[src/rtl/lif_spike_monitor_if.sv]
// Handshake/bus bundle for lif_spike_monitor.
// master: the side that drives stimulus and consumes results.
// slave:  the monitor itself.
// rate handshake: rate_out is valid while rate_valid=1 and is consumed on
// any rising edge where rate_valid=1 and rate_ready=1.
// dbg_run exposes the FSM state (1 = RUN, 0 = IDLE) for observation.
interface lif_spike_monitor_if #(
    parameter int WINDOW_WIDTH = 8,
    parameter int ISI_WIDTH    = 8
);
    logic                    enable;
    logic                    spike_in;
    logic                    spike_valid;
    logic [WINDOW_WIDTH-1:0] window_len;
    logic                    rate_ready;
    logic                    clear_overrun;
    logic [WINDOW_WIDTH-1:0] rate_out;
    logic                    rate_valid;
    logic                    overrun;
    logic [ISI_WIDTH-1:0]    isi_out;
    logic                    isi_valid;
    logic                    dbg_run;

    modport master (
        output enable, spike_in, spike_valid, window_len, rate_ready, clear_overrun,
        input  rate_out, rate_valid, overrun, isi_out, isi_valid, dbg_run
    );

    modport slave (
        input  enable, spike_in, spike_valid, window_len, rate_ready, clear_overrun,
        output rate_out, rate_valid, overrun, isi_out, isi_valid, dbg_run
    );
endinterface

[src/rtl/lif_spike_monitor.sv]
// lif_spike_monitor: counts spikes of a LIF neuron over windows of
// window_len valid samples and publishes the count through a valid/ready
// style result register with a sticky overrun flag. Optionally measures the
// inter-spike interval in samples.
// Optional feature macro: SPIKE_MONITOR_ISI_EN (ISI measurement; when it is
// undefined isi_out and isi_valid are tied to 0).
module lif_spike_monitor #(
    parameter int WINDOW_WIDTH = 8,
    parameter int ISI_WIDTH    = 8
) (
    input logic                clk,
    input logic                rst_n,
    lif_spike_monitor_if.slave bus
);

    typedef enum logic {
        IDLE = 1'b0,
        RUN  = 1'b1
    } state_t;

    state_t                  state_q, state_d;
    logic [WINDOW_WIDTH-1:0] len_q, len_d;
    logic [WINDOW_WIDTH-1:0] samp_q, samp_d;
    logic [WINDOW_WIDTH-1:0] spk_q, spk_d;
    logic [WINDOW_WIDTH-1:0] rate_out_q, rate_out_d;
    logic                    rate_valid_q, rate_valid_d;
    logic                    overrun_q, overrun_d;

    logic [WINDOW_WIDTH-1:0] samp_inc;
    logic [WINDOW_WIDTH-1:0] spk_inc;
    logic                    sample_fire;
    logic                    complete;
    logic                    start;
    logic                    overrun_set;

    // A sample only counts while running and enabled; a low enable in RUN
    // takes priority and aborts the window on that edge.
    assign sample_fire = (state_q == RUN) && bus.enable && bus.spike_valid;
    assign samp_inc    = samp_q + 1'b1;
    assign spk_inc     = spk_q + {{(WINDOW_WIDTH-1){1'b0}}, bus.spike_in};

    // Next-state logic for the window FSM, counters and result register.
    always_comb begin
        state_d      = state_q;
        len_d        = len_q;
        samp_d       = samp_q;
        spk_d        = spk_q;
        rate_out_d   = rate_out_q;
        rate_valid_d = rate_valid_q;
        overrun_d    = overrun_q;
        complete     = 1'b0;
        start        = 1'b0;
        overrun_set  = 1'b0;

        case (state_q)
            IDLE: begin
                if (bus.enable && (bus.window_len != '0)) begin
                    state_d = RUN;
                    len_d   = bus.window_len;
                    samp_d  = '0;
                    spk_d   = '0;
                    start   = 1'b1;
                end
            end
            RUN: begin
                if (!bus.enable) begin
                    // Partial window is thrown away; result register untouched.
                    state_d = IDLE;
                    samp_d  = '0;
                    spk_d   = '0;
                end else if (bus.spike_valid) begin
                    if (samp_inc == len_q) begin
                        // Last sample of the window: it is counted, and the
                        // next window starts on the very next sample.
                        complete = 1'b1;
                        samp_d   = '0;
                        spk_d    = '0;
                        len_d    = bus.window_len;
                        if (bus.window_len == '0) begin
                            state_d = IDLE;
                        end
                    end else begin
                        samp_d = samp_inc;
                        spk_d  = spk_inc;
                    end
                end
            end
            default: begin
                state_d = IDLE;
            end
        endcase

        // A completion always loads; an accept on the same edge is absorbed
        // by the new result and is not treated as an overrun.
        if (complete) begin
            rate_out_d   = spk_inc;
            rate_valid_d = 1'b1;
            overrun_set  = rate_valid_q && !bus.rate_ready;
        end else if (rate_valid_q && bus.rate_ready) begin
            rate_valid_d = 1'b0;
        end

        // Set beats clear when both happen together.
        if (overrun_set) begin
            overrun_d = 1'b1;
        end else if (bus.clear_overrun) begin
            overrun_d = 1'b0;
        end
    end

    // Window FSM and result registers, synchronous active-low reset.
    always_ff @(posedge clk) begin
        if (!rst_n) begin
            state_q      <= IDLE;
            len_q        <= '0;
            samp_q       <= '0;
            spk_q        <= '0;
            rate_out_q   <= '0;
            rate_valid_q <= 1'b0;
            overrun_q    <= 1'b0;
        end else begin
            state_q      <= state_d;
            len_q        <= len_d;
            samp_q       <= samp_d;
            spk_q        <= spk_d;
            rate_out_q   <= rate_out_d;
            rate_valid_q <= rate_valid_d;
            overrun_q    <= overrun_d;
        end
    end

    assign bus.rate_out   = rate_out_q;
    assign bus.rate_valid = rate_valid_q;
    assign bus.overrun    = overrun_q;
    assign bus.dbg_run    = (state_q == RUN);

`ifdef SPIKE_MONITOR_ISI_EN
    logic [ISI_WIDTH-1:0] isi_cnt_q, isi_cnt_d;
    logic [ISI_WIDTH-1:0] isi_out_q, isi_out_d;
    logic                 isi_valid_q, isi_valid_d;
    logic                 seen_q, seen_d;
    logic [ISI_WIDTH-1:0] isi_inc;

    // Saturating increment: an all-ones counter means "at least max".
    assign isi_inc = (&isi_cnt_q) ? isi_cnt_q : (isi_cnt_q + 1'b1);

    // ISI next state: the interval spans windows while the block keeps
    // running; entering RUN forgets any earlier spike.
    always_comb begin
        isi_cnt_d   = isi_cnt_q;
        isi_out_d   = isi_out_q;
        isi_valid_d = 1'b0;
        seen_d      = seen_q;
        if (start) begin
            isi_cnt_d = '0;
            seen_d    = 1'b0;
        end else if (sample_fire) begin
            if (bus.spike_in) begin
                if (seen_q) begin
                    isi_out_d   = isi_inc;
                    isi_valid_d = 1'b1;
                end
                isi_cnt_d = '0;
                seen_d    = 1'b1;
            end else begin
                isi_cnt_d = isi_inc;
            end
        end
    end

    // ISI registers, synchronous active-low reset.
    always_ff @(posedge clk) begin
        if (!rst_n) begin
            isi_cnt_q   <= '0;
            isi_out_q   <= '0;
            isi_valid_q <= 1'b0;
            seen_q      <= 1'b0;
        end else begin
            isi_cnt_q   <= isi_cnt_d;
            isi_out_q   <= isi_out_d;
            isi_valid_q <= isi_valid_d;
            seen_q      <= seen_d;
        end
    end

    assign bus.isi_out   = isi_out_q;
    assign bus.isi_valid = isi_valid_q;
`else
    assign bus.isi_out   = {ISI_WIDTH{1'b0}};
    assign bus.isi_valid = 1'b0;
`endif

endmodule

[src/flat_wrapper.sv]
// flat-port wrapper written by rule: the top's interface ports become plain ports
module lif_spike_monitor_flat 
#(
    parameter int WINDOW_WIDTH = 8,
    parameter int ISI_WIDTH    = 8
)
  (clk, rst_n, bus_enable, bus_spike_in, bus_spike_valid, bus_window_len, bus_rate_ready, bus_clear_overrun, bus_rate_out, bus_rate_valid, bus_overrun, bus_isi_out, bus_isi_valid, bus_dbg_run);
  lif_spike_monitor_if #(.WINDOW_WIDTH(WINDOW_WIDTH), .ISI_WIDTH(ISI_WIDTH)) bus_i ();
  input logic clk;
  input logic rst_n;
  input wire logic [$bits(bus_i.enable)-1:0] bus_enable;
  input wire logic [$bits(bus_i.spike_in)-1:0] bus_spike_in;
  input wire logic [$bits(bus_i.spike_valid)-1:0] bus_spike_valid;
  input wire logic [$bits(bus_i.window_len)-1:0] bus_window_len;
  input wire logic [$bits(bus_i.rate_ready)-1:0] bus_rate_ready;
  input wire logic [$bits(bus_i.clear_overrun)-1:0] bus_clear_overrun;
  output wire logic [$bits(bus_i.rate_out)-1:0] bus_rate_out;
  output wire logic [$bits(bus_i.rate_valid)-1:0] bus_rate_valid;
  output wire logic [$bits(bus_i.overrun)-1:0] bus_overrun;
  output wire logic [$bits(bus_i.isi_out)-1:0] bus_isi_out;
  output wire logic [$bits(bus_i.isi_valid)-1:0] bus_isi_valid;
  output wire logic [$bits(bus_i.dbg_run)-1:0] bus_dbg_run;
  assign bus_i.enable = bus_enable;
  assign bus_i.spike_in = bus_spike_in;
  assign bus_i.spike_valid = bus_spike_valid;
  assign bus_i.window_len = bus_window_len;
  assign bus_i.rate_ready = bus_rate_ready;
  assign bus_i.clear_overrun = bus_clear_overrun;
  assign bus_rate_out = bus_i.rate_out;
  assign bus_rate_valid = bus_i.rate_valid;
  assign bus_overrun = bus_i.overrun;
  assign bus_isi_out = bus_i.isi_out;
  assign bus_isi_valid = bus_i.isi_valid;
  assign bus_dbg_run = bus_i.dbg_run;
  lif_spike_monitor #(.WINDOW_WIDTH(WINDOW_WIDTH), .ISI_WIDTH(ISI_WIDTH)) u_core (.clk(clk), .rst_n(rst_n), .bus(bus_i));
endmodule
[config.mk]
export PLATFORM = sky130hd
export DESIGN_NAME = lif_spike_monitor_flat
export DESIGN_NICKNAME = d
export VERILOG_FILES = /design/src/rtl/lif_spike_monitor_if.sv /design/src/rtl/lif_spike_monitor.sv /design/src/flat_wrapper.sv
export SDC_FILE = /design/constraint.sdc
export NUM_CORES = 1
export LEC_CHECK = 0
export CAP_MARGIN = 20
export CORE_UTILIZATION = 52
export CTS_CLUSTER_SIZE = 25
export DETAILED_ROUTE_END_ITERATION = 8
export GPL_TIMING_DRIVEN = 0
export PLACE_DENSITY = 0.87
export SLEW_MARGIN = 10
export SYNTH_ARGS = -nofsm -noshare
export SYNTH_HDL_FRONTEND = slang
export SYNTH_SLANG_ARGS = --single-unit
[constraint.sdc]
create_clock -name clk -period 2.6 [get_ports clk]
set_clock_uncertainty 0.05 [all_clocks]
set_input_delay 0.39 -clock clk [delete_from_list [all_inputs] [get_ports clk]]
set_output_delay 0.39 -clock clk [all_outputs]
set_load 0.01 [all_outputs]
==> impl_metrics.json, run 1 <==
{
  "status": "finished clean",
  "start_kind": "flip-flop",
  "end_kind": "flip-flop",
  "slew_violations": 0,
  "max-cap-violations": 0,
  "critical_path_class": "flip-flop to flip-flop",
  "synth_warnings": 0,
  "rsz0062_at_grt": "false",
  "die_h_um": 63.1,
  "cp_slowest_cell": "dfxtp_1",
  "drtPass1Iterations": 4,
  "route.detailed.drc": 0,
  "vdd_drop_max_mv": 0.454,
  "core-area_sq_um": 3470,
  "root_buffer": "clkbuf_8",
  "setup_viol": 0,
  "synth-edff-count": 0,
  "muxShareOfSynthArea": 0.0412,
  "numPortBuffers": 24,
  "min_path_type": "flip-flop to flip-flop",
  "cts_resized": 1,
  "clk_latency_ps": 290,
  "layout-drive-gt1-share": 0.115,
  "leakagePower_nw": 0.985,
  "yosys.area_share.simple": 0.229,
  "r2r_end": "u_core.spk_q[1]$_SDFFE_PN0P_",
  "synthAdderAreaFrac": 0.0193,
  "clockBufferDepth": 2,
  "wl_per_cell_um": 13.7,
  "path_clk_slew_ps": 70,
  "synth-xor-area-share": 0.0766,
  "gp_congestion": 0.900,
  "rrSetupSlack_ps": 250,
  "yosysMostFrequentCell": "dfxtp_1",
  "path_cells": "ha_1 -> xor2_1 -> a311oi_1 -> o211a_1 -> o211ai_1 -> buf_2 -> a32o_1 -> and2_1",
  "synth_seq_cells": 35,
  "finalNetCount": 278,
  "post_cts_buffers": 0,
  "rows": 21,
  "ant_nets": 0,
  "nFillCells": 290,
  "crit-reg2reg-launch": "u_core.samp_q[0]$_SDFFE_PN0P_",
  "period_share": 0.903,
  "antenna_found_initial": 0,
  "r2r_cells": 8,
  "async_reset_ff_frac": 0,
  "finalWorstSetupSlack_ps": 252,
  "grt_pass1_wl_um": 7310,
  "grt_max_degree": 11,
  "htree_levels": 2,
  "crit_path_start": "u_core.samp_q[0]$_SDFFE_PN0P_",
  "num_io_pins": 35,
  "cp_num_buf_inv": 1,
  "synth.area.top_cells": "dfxtp_1 36%, nand2_1 6.0%, xor2_1 4.5%, mux2i_1 4.1%, buf_4 3.5%",
  "finalHoldViolations": 0,
  "fmax_mhz": 426,
  "cts.sinks": 35,
  "tritoncts": "done",
  "seqCellArea_sq_um": 701,
  "layout_min_cycle_time_ps": 2350,
  "avgSynthCellArea_sq_um": 8.75,
  "diodes": 0,
  "endpoint": "u_core.spk_q[1]$_SDFFE_PN0P_",
  "die_area_sq_um": 3990,
  "finalCoreUtilization": 0.685,
  "gr-total-overflow": 0,
  "cts_hold_buf": 0,
  "grt_usage": 0.233,
  "worstSetupPathDepth": 8,
  "synth_common_cells": "35 x dfxtp_1, 31 x nand2_1, 12 x a21oi_1",
  "crit_path_max_incr_delay_ps": 470,
  "vias": 1706,
  "dp_hpwl_um": 2950,
  "p_per_area_nw_per_um2": 489,
  "multi_input_area_sq_um": 1110,
  "synth_top_cell_by_area": "dfxtp_1",
  "critPathTopFamily": "compound AO/OA/AOI/OAI gates",
  "finalPower_mw": 1.16,
  "wl_um": 4210,
  "area_growth_pct": 22.3,
  "synth_top_area_share": 0.361,
  "synth-compound-area-share": 0.185,
  "die_w_um": 63.1,
  "viasPerCell": 5.58,
  "arrival_ps": 2490,
  "crit_required_ps": 2740,
  "synth_top_family_by_area": "simple AND/OR/NAND/NOR gates",
  "synthDistinctLibCells": 49,
  "cp_max_fo": 10,
  "ys_seq_area_frac": 0.361,
  "cts_buffers": 5,
  "grt_pass1_vias": 1600,
  "pre_cts_slack_ps": -289,
  "synth_area_sq_um": 1940,
  "drt_iter0_drc": 97,
  "syn_inst": 222,
  "yosys_most_used_dff": "dfxtp_1",
  "initial_utilization": 0.560
}
-- stage by stage --
step                hold slack (ps)  setup TNS, ps  instance area, sq um  std cells
finish                          420              0                  2380        306
detailed placement              408          -2690                  2270        300
global route                    433              0                  2380        306
CTS                             418              0                  2380        307
floorplan                       394              0                  1970        230
global placement                402          -2700                  2270        300
-- sequential cells by signal (all words and copies together), names as in the netlist --
name                   flops
u_core.bus.rate_out        8
u_core.len_q               8
u_core.samp_q              8
u_core.spk_q               8
u_core.bus.dbg_run         1
u_core.bus.overrun         1
u_core.bus.rate_valid      1
-- worst min path at each step --
stage                                             from                            to  cells after the start
final                     u_core.spk_q[7]$_SDFFE_PN0P_  u_core.spk_q[7]$_SDFFE_PN0P_                      2
after global routing      u_core.spk_q[7]$_SDFFE_PN0P_  u_core.spk_q[7]$_SDFFE_PN0P_                      2
after CTS                 u_core.spk_q[7]$_SDFFE_PN0P_  u_core.spk_q[7]$_SDFFE_PN0P_                      2
after detailed placement  u_core.spk_q[7]$_SDFFE_PN0P_  u_core.spk_q[7]$_SDFFE_PN0P_                      2
after global placement    u_core.spk_q[7]$_SDFFE_PN0P_  u_core.spk_q[7]$_SDFFE_PN0P_                      2
after floorplan           u_core.spk_q[7]$_SDFFE_PN0P_  u_core.spk_q[7]$_SDFFE_PN0P_                      2
-- where the power goes --
part | switching (mW) | internal (mW)
Combinational | 0.0675 | 0.0627
Sequential | 0.00864 | 0.546
Clock | 0.197 | 0.281
Total | 0.273 | 0.890
-- per-layer routing --
| metal | global-route usage | vias to the layer above | part of all wire |
|---|---|---|---|
| met2 | 0.390 | 46 | 0.47 |
| met3 | 0.0489 | 7 | 0.041 |
| met1 | 0.285 | 796 | 0.47 |
| li1 | - | 857 | - |
| met5 | 0 | - | 0 |
| met4 | 0.105 | 0 | 0.016 |
-- layout by cell type (no fill, tap or decap), types with 2 or more instances in the layout --
| cell | count |
|---|---|
| and4_1 | 2 |
| nor2b_1 | 3 |
| and2_1 | 7 |
| a311oi_1 | 4 |
| or3_1 | 2 |
| inv_1 | 3 |
| a21o_1 | 2 |
| nor4_1 | 4 |
| xor2_1 | 10 |
| conb_1 | 9 |
| xnor2_1 | 7 |
| clkbuf_1 | 6 |
| a22o_1 | 2 |
| ha_1 | 3 |
| buf_2 | 4 |
| buf_4 | 9 |
| clkbuf_8 | 6 |
| a221o_1 | 6 |
| nand3_1 | 9 |
| nor4b_1 | 2 |
| a32o_1 | 4 |
| or2_2 | 2 |
| a21oi_1 | 12 |
| mux2i_1 | 8 |
| nand2_1 | 31 |
| nor2_1 | 8 |
| o21ai_0 | 4 |
| and3_1 | 2 |
| dfxtp_1 | 35 |
| o211a_1 | 2 |
| clkdlybuf4s50_1 | 24 |
| nor3_1 | 8 |
| nand2b_1 | 2 |
-- area by class of cell --
| type | count | area share |
|---|---|---|
| clock inverters | 1 | 0.0126 |
| clock buffers | 6 | 0.0305 |
| plain buffers | 21 | 0.0637 |
| repair buffers | 24 | 0.101 |
| well taps | 46 | 0.0242 |
| multi-input cells | 170 | 0.468 |
| flip-flops and latches | 35 | 0.295 |
| inverters | 3 | 0.00474 |
-- worst reg2reg max path: stages (launching register included) --
cell and delay [ps]:
dfxtp_1 470, ha_1 300, xor2_1 160, a311oi_1 270
o211a_1 230, o211ai_1 130, buf_2 220, a32o_1 280
and2_1 150
-- logic make-up (layout without fill, tap and decap cells) --
family                     Yosys count  count (layout)
and+or+nand+nor                     87              87
AOI/OAI and AO/OA                   46              46
DFF                                 35              35
buffers and inverters               25              55
xor gates and xnor gates            17              17
muxes                                8               8
adders and majority gates            3               3
other                                1               9
(Power assumes the default switching activity.)
==> run 2: changes to the inputs <==
--- a/config.mk
+++ b/config.mk
@@ -5,12 +5,15 @@
 export SDC_FILE = /design/constraint.sdc
 export NUM_CORES = 1
 export LEC_CHECK = 0
+export ABC_AREA = 1
 export CAP_MARGIN = 20
-export CORE_UTILIZATION = 52
+export CORE_MARGIN = 5
+export CORE_UTILIZATION = 60
 export CTS_CLUSTER_SIZE = 25
 export DETAILED_ROUTE_END_ITERATION = 8
+export DONT_BUFFER_PORTS = 1
 export GPL_TIMING_DRIVEN = 0
-export PLACE_DENSITY = 0.87
+export PLACE_DENSITY = 0.84
 export SLEW_MARGIN = 10
 export SYNTH_ARGS = -nofsm -noshare
 export SYNTH_HDL_FRONTEND = slang
==> run 2 against run 1 <==
  * Cell count up 24%
  * Routed wire length up 8.9%
  * Synthesized area up 7.0%
  * Core utilization down 1.9 points
  * Clock power down 35%
  * Non-clock buffer count down 27
  * First-iteration DRC count up 27%
  * Sequential share of layout area up 2.0 points
  * Setup slack better by 160 ps
  * Critical path depth up 4
  * Critical path type unchanged
==> impl_metrics.json, run 2 <==
{
  "clockPowerShare": 0.307,
  "rows": 21,
  "yosysMostFrequentCell": "nand2_1",
  "ant_nets": 0,
  "r2r_cells": 12,
  "finalNetCount": 349,
  "setup_viol": 0,
  "num_io_pins": 35,
  "gr-total-overflow": 0,
  "min_path_type": "primary input to flip-flop",
  "final_common_cell": "nand2_1",
  "finalWorstSetupSlack_ps": 409,
  "layout-drive-gt1-share": 0.117,
  "synth_top_area_share": 0.337,
  "layout_common_cells": "76 x nand2_1, 40 x nor2_1, 38 x inv_1",
  "rsz0062_at_grt": "false",
  "cp_max_fo": 6,
  "cts_resized": 0,
  "synth_top_cell_by_area": "dfxtp_1",
  "initial_utilization": 0.623,
  "async_reset_ff_frac": 0,
  "crit_required_ps": 2760,
  "cts_buffers": 5,
  "fmax_mhz": 456,
  "rrSetupSlack_ps": 410,
  "die_h_um": 68.9,
  "htree_levels": 2,
  "post_cts_buffers": 0,
  "clk_latency_ps": 350,
  "die_area_sq_um": 4740,
  "cts_hold_buf": 0,
  "timing.hold.ws_ps": 113,
  "cts.sinks": 35,
  "grt_pass1_vias": 1771,
  "tritoncts": "done",
  "tightest_slew_ps": 792,
  "synth.area.top_cells": "dfxtp_1 34%, nand2_1 14%, nand3_1 8.9%, nor2_1 7.2%, inv_1 6.9%",
  "p_sw_mw": 0.306,
  "drt_iter0_drc": 123,
  "die_w_um": 68.9,
  "gp_congestion": 0.895,
  "diodes": 0,
  "fin_setup_tns_ps": 0,
  "slew_violations": 0,
  "path_clk_slew_ps": 120,
  "avgSynthCellArea_sq_um": 6.58,
  "dp_hpwl_um": 3550,
  "ys_seq_area_frac": 0.337,
  "vias": 1922,
  "route.detailed.drc": 0,
  "synth_warnings": 0,
  "seqCellArea_sq_um": 701,
  "critical_path_class": "flip-flop to flip-flop",
  "relSlewSlack": 0.470,
  "vdd_drop_max_mv": 0.325,
  "finalCoreUtilization": 0.666,
  "syn_inst": 316,
  "seq_power_share": 0.557,
  "finalHoldViolations": 0,
  "nFillCells": 328,
  "grt_pass1_wl_um": 7740,
  "hold_depth": 2,
  "finalPower_mw": 1.01,
  "multi_input_area_sq_um": 1130,
  "swShare": 0.304,
  "core-area_sq_um": 3340,
  "wl_um": 4580,
  "status": "finished clean",
  "root_buffer": "clkbuf_4",
  "drtPass1Iterations": 5,
  "synth_seq_cells": 35,
  "viasPerCell": 5.08,
  "numPortBuffers": 0,
  "end_kind": "flip-flop",
  "wl_per_cell_um": 12.1,
  "synth-edff-count": 0,
  "arrival_ps": 2360,
  "area_growth_pct": 6.98,
  "synth_common_cells": "76 x nand2_1, 40 x nor2_1, 38 x inv_1",
  "synth_area_sq_um": 2080,
  "period_share": 0.843,
  "leakagePower_nw": 1.04,
  "p_per_area_nw_per_um2": 452,
  "max-cap-violations": 0,
  "intPower_mw": 0.700,
  "grt_max_degree": 13,
  "grt_usage": 0.219,
  "yosys_most_used_dff": "dfxtp_1",
  "synthDistinctLibCells": 31,
  "antenna_found_initial": 0,
  "start_kind": "flip-flop",
  "clockBufferDepth": 2,
  "layout_min_cycle_time_ps": 2190,
  "pre_cts_slack_ps": 506,
  "power_frac_comb": 0.136
}
-- run 2: layer usage --
layer / wire (um) / track usage / vias to the layer above
li1: - / - / 1012
met1: 2180 / 0.292 / 836
met2: 1930 / 0.339 / 70
met3: 408 / 0.0648 / 4
met4: 53 / 0.0681 / 0
met5: 0 / 0 / -
-- run 2: cell families after synthesis --
logic type               synth area share
AO/OA/AOI/OAI                      0.0969
flip-flops                          0.337
adder cells (fa/ha/maj)            0.0181
buffers and inverters               0.131
XOR/XNOR                           0.0295
AND/OR/NAND/NOR                     0.385
other                             0.00180
-- run 2: final cells by class --
class | count | area share
Multi-Input combinational cell | 231 | 0.510
Buffer | 18 | 0.0546
Clock inverter | 3 | 0.00900
Tap cell | 46 | 0.0259
Inverter | 40 | 0.0681
Sequential cell | 35 | 0.315
Clock buffer | 5 | 0.0169
-- run 2: metrics by stage --
| step | instance area [sq um] | std cells |
|---|---|---|
| floorplan | 2110 | 324 |
| global placement | 2170 | 370 |
| detailed placement | 2170 | 370 |
| CTS | 2220 | 378 |
| global route | 2220 | 378 |
| finish | 2220 | 378 |
-- run 2: worst paths after layout --
path | startpoint | endpoint
hold reg to reg | u_core.spk_q[7]$_SDFFE_PN0P_ | u_core.spk_q[7]$_SDFFE_PN0P_
setup reg to reg | u_core.samp_q[0]$_SDFFE_PN0P_ | u_core.samp_q[6]$_SDFFE_PN0P_
hold / removal | bus_window_len[1] | u_core.len_q[1]$_SDFFE_PN0P_
setup / recovery | u_core.samp_q[0]$_SDFFE_PN0P_ | u_core.samp_q[6]$_SDFFE_PN0P_
-- run 2: power groups by stage --
stage | logic [mW] | registers [mW] | clock network (mW)
after CTS | 0.135 | 0.561 | 0.312
after detailed placement | 0.134 | 0.573 | 0
after global placement | 0.134 | 0.572 | 0
after global routing | 0.154 | 0.563 | 0.340
after floorplan | 0.111 | 0.570 | 0
final | 0.136 | 0.561 | 0.309
-- run 2: critical path, cell delays in order, from the launching register on --
cell and delay [ps]:
dfxtp_1 450, ha_1 230, nand2_1 110, nor2_2 130, nand2_1 80, nand2_1 60, nand2_1 80, nand2_1 80
nand3_1 70, nor2_1 270, nand2_1 250, nand3_1 130, a21oi_1 70
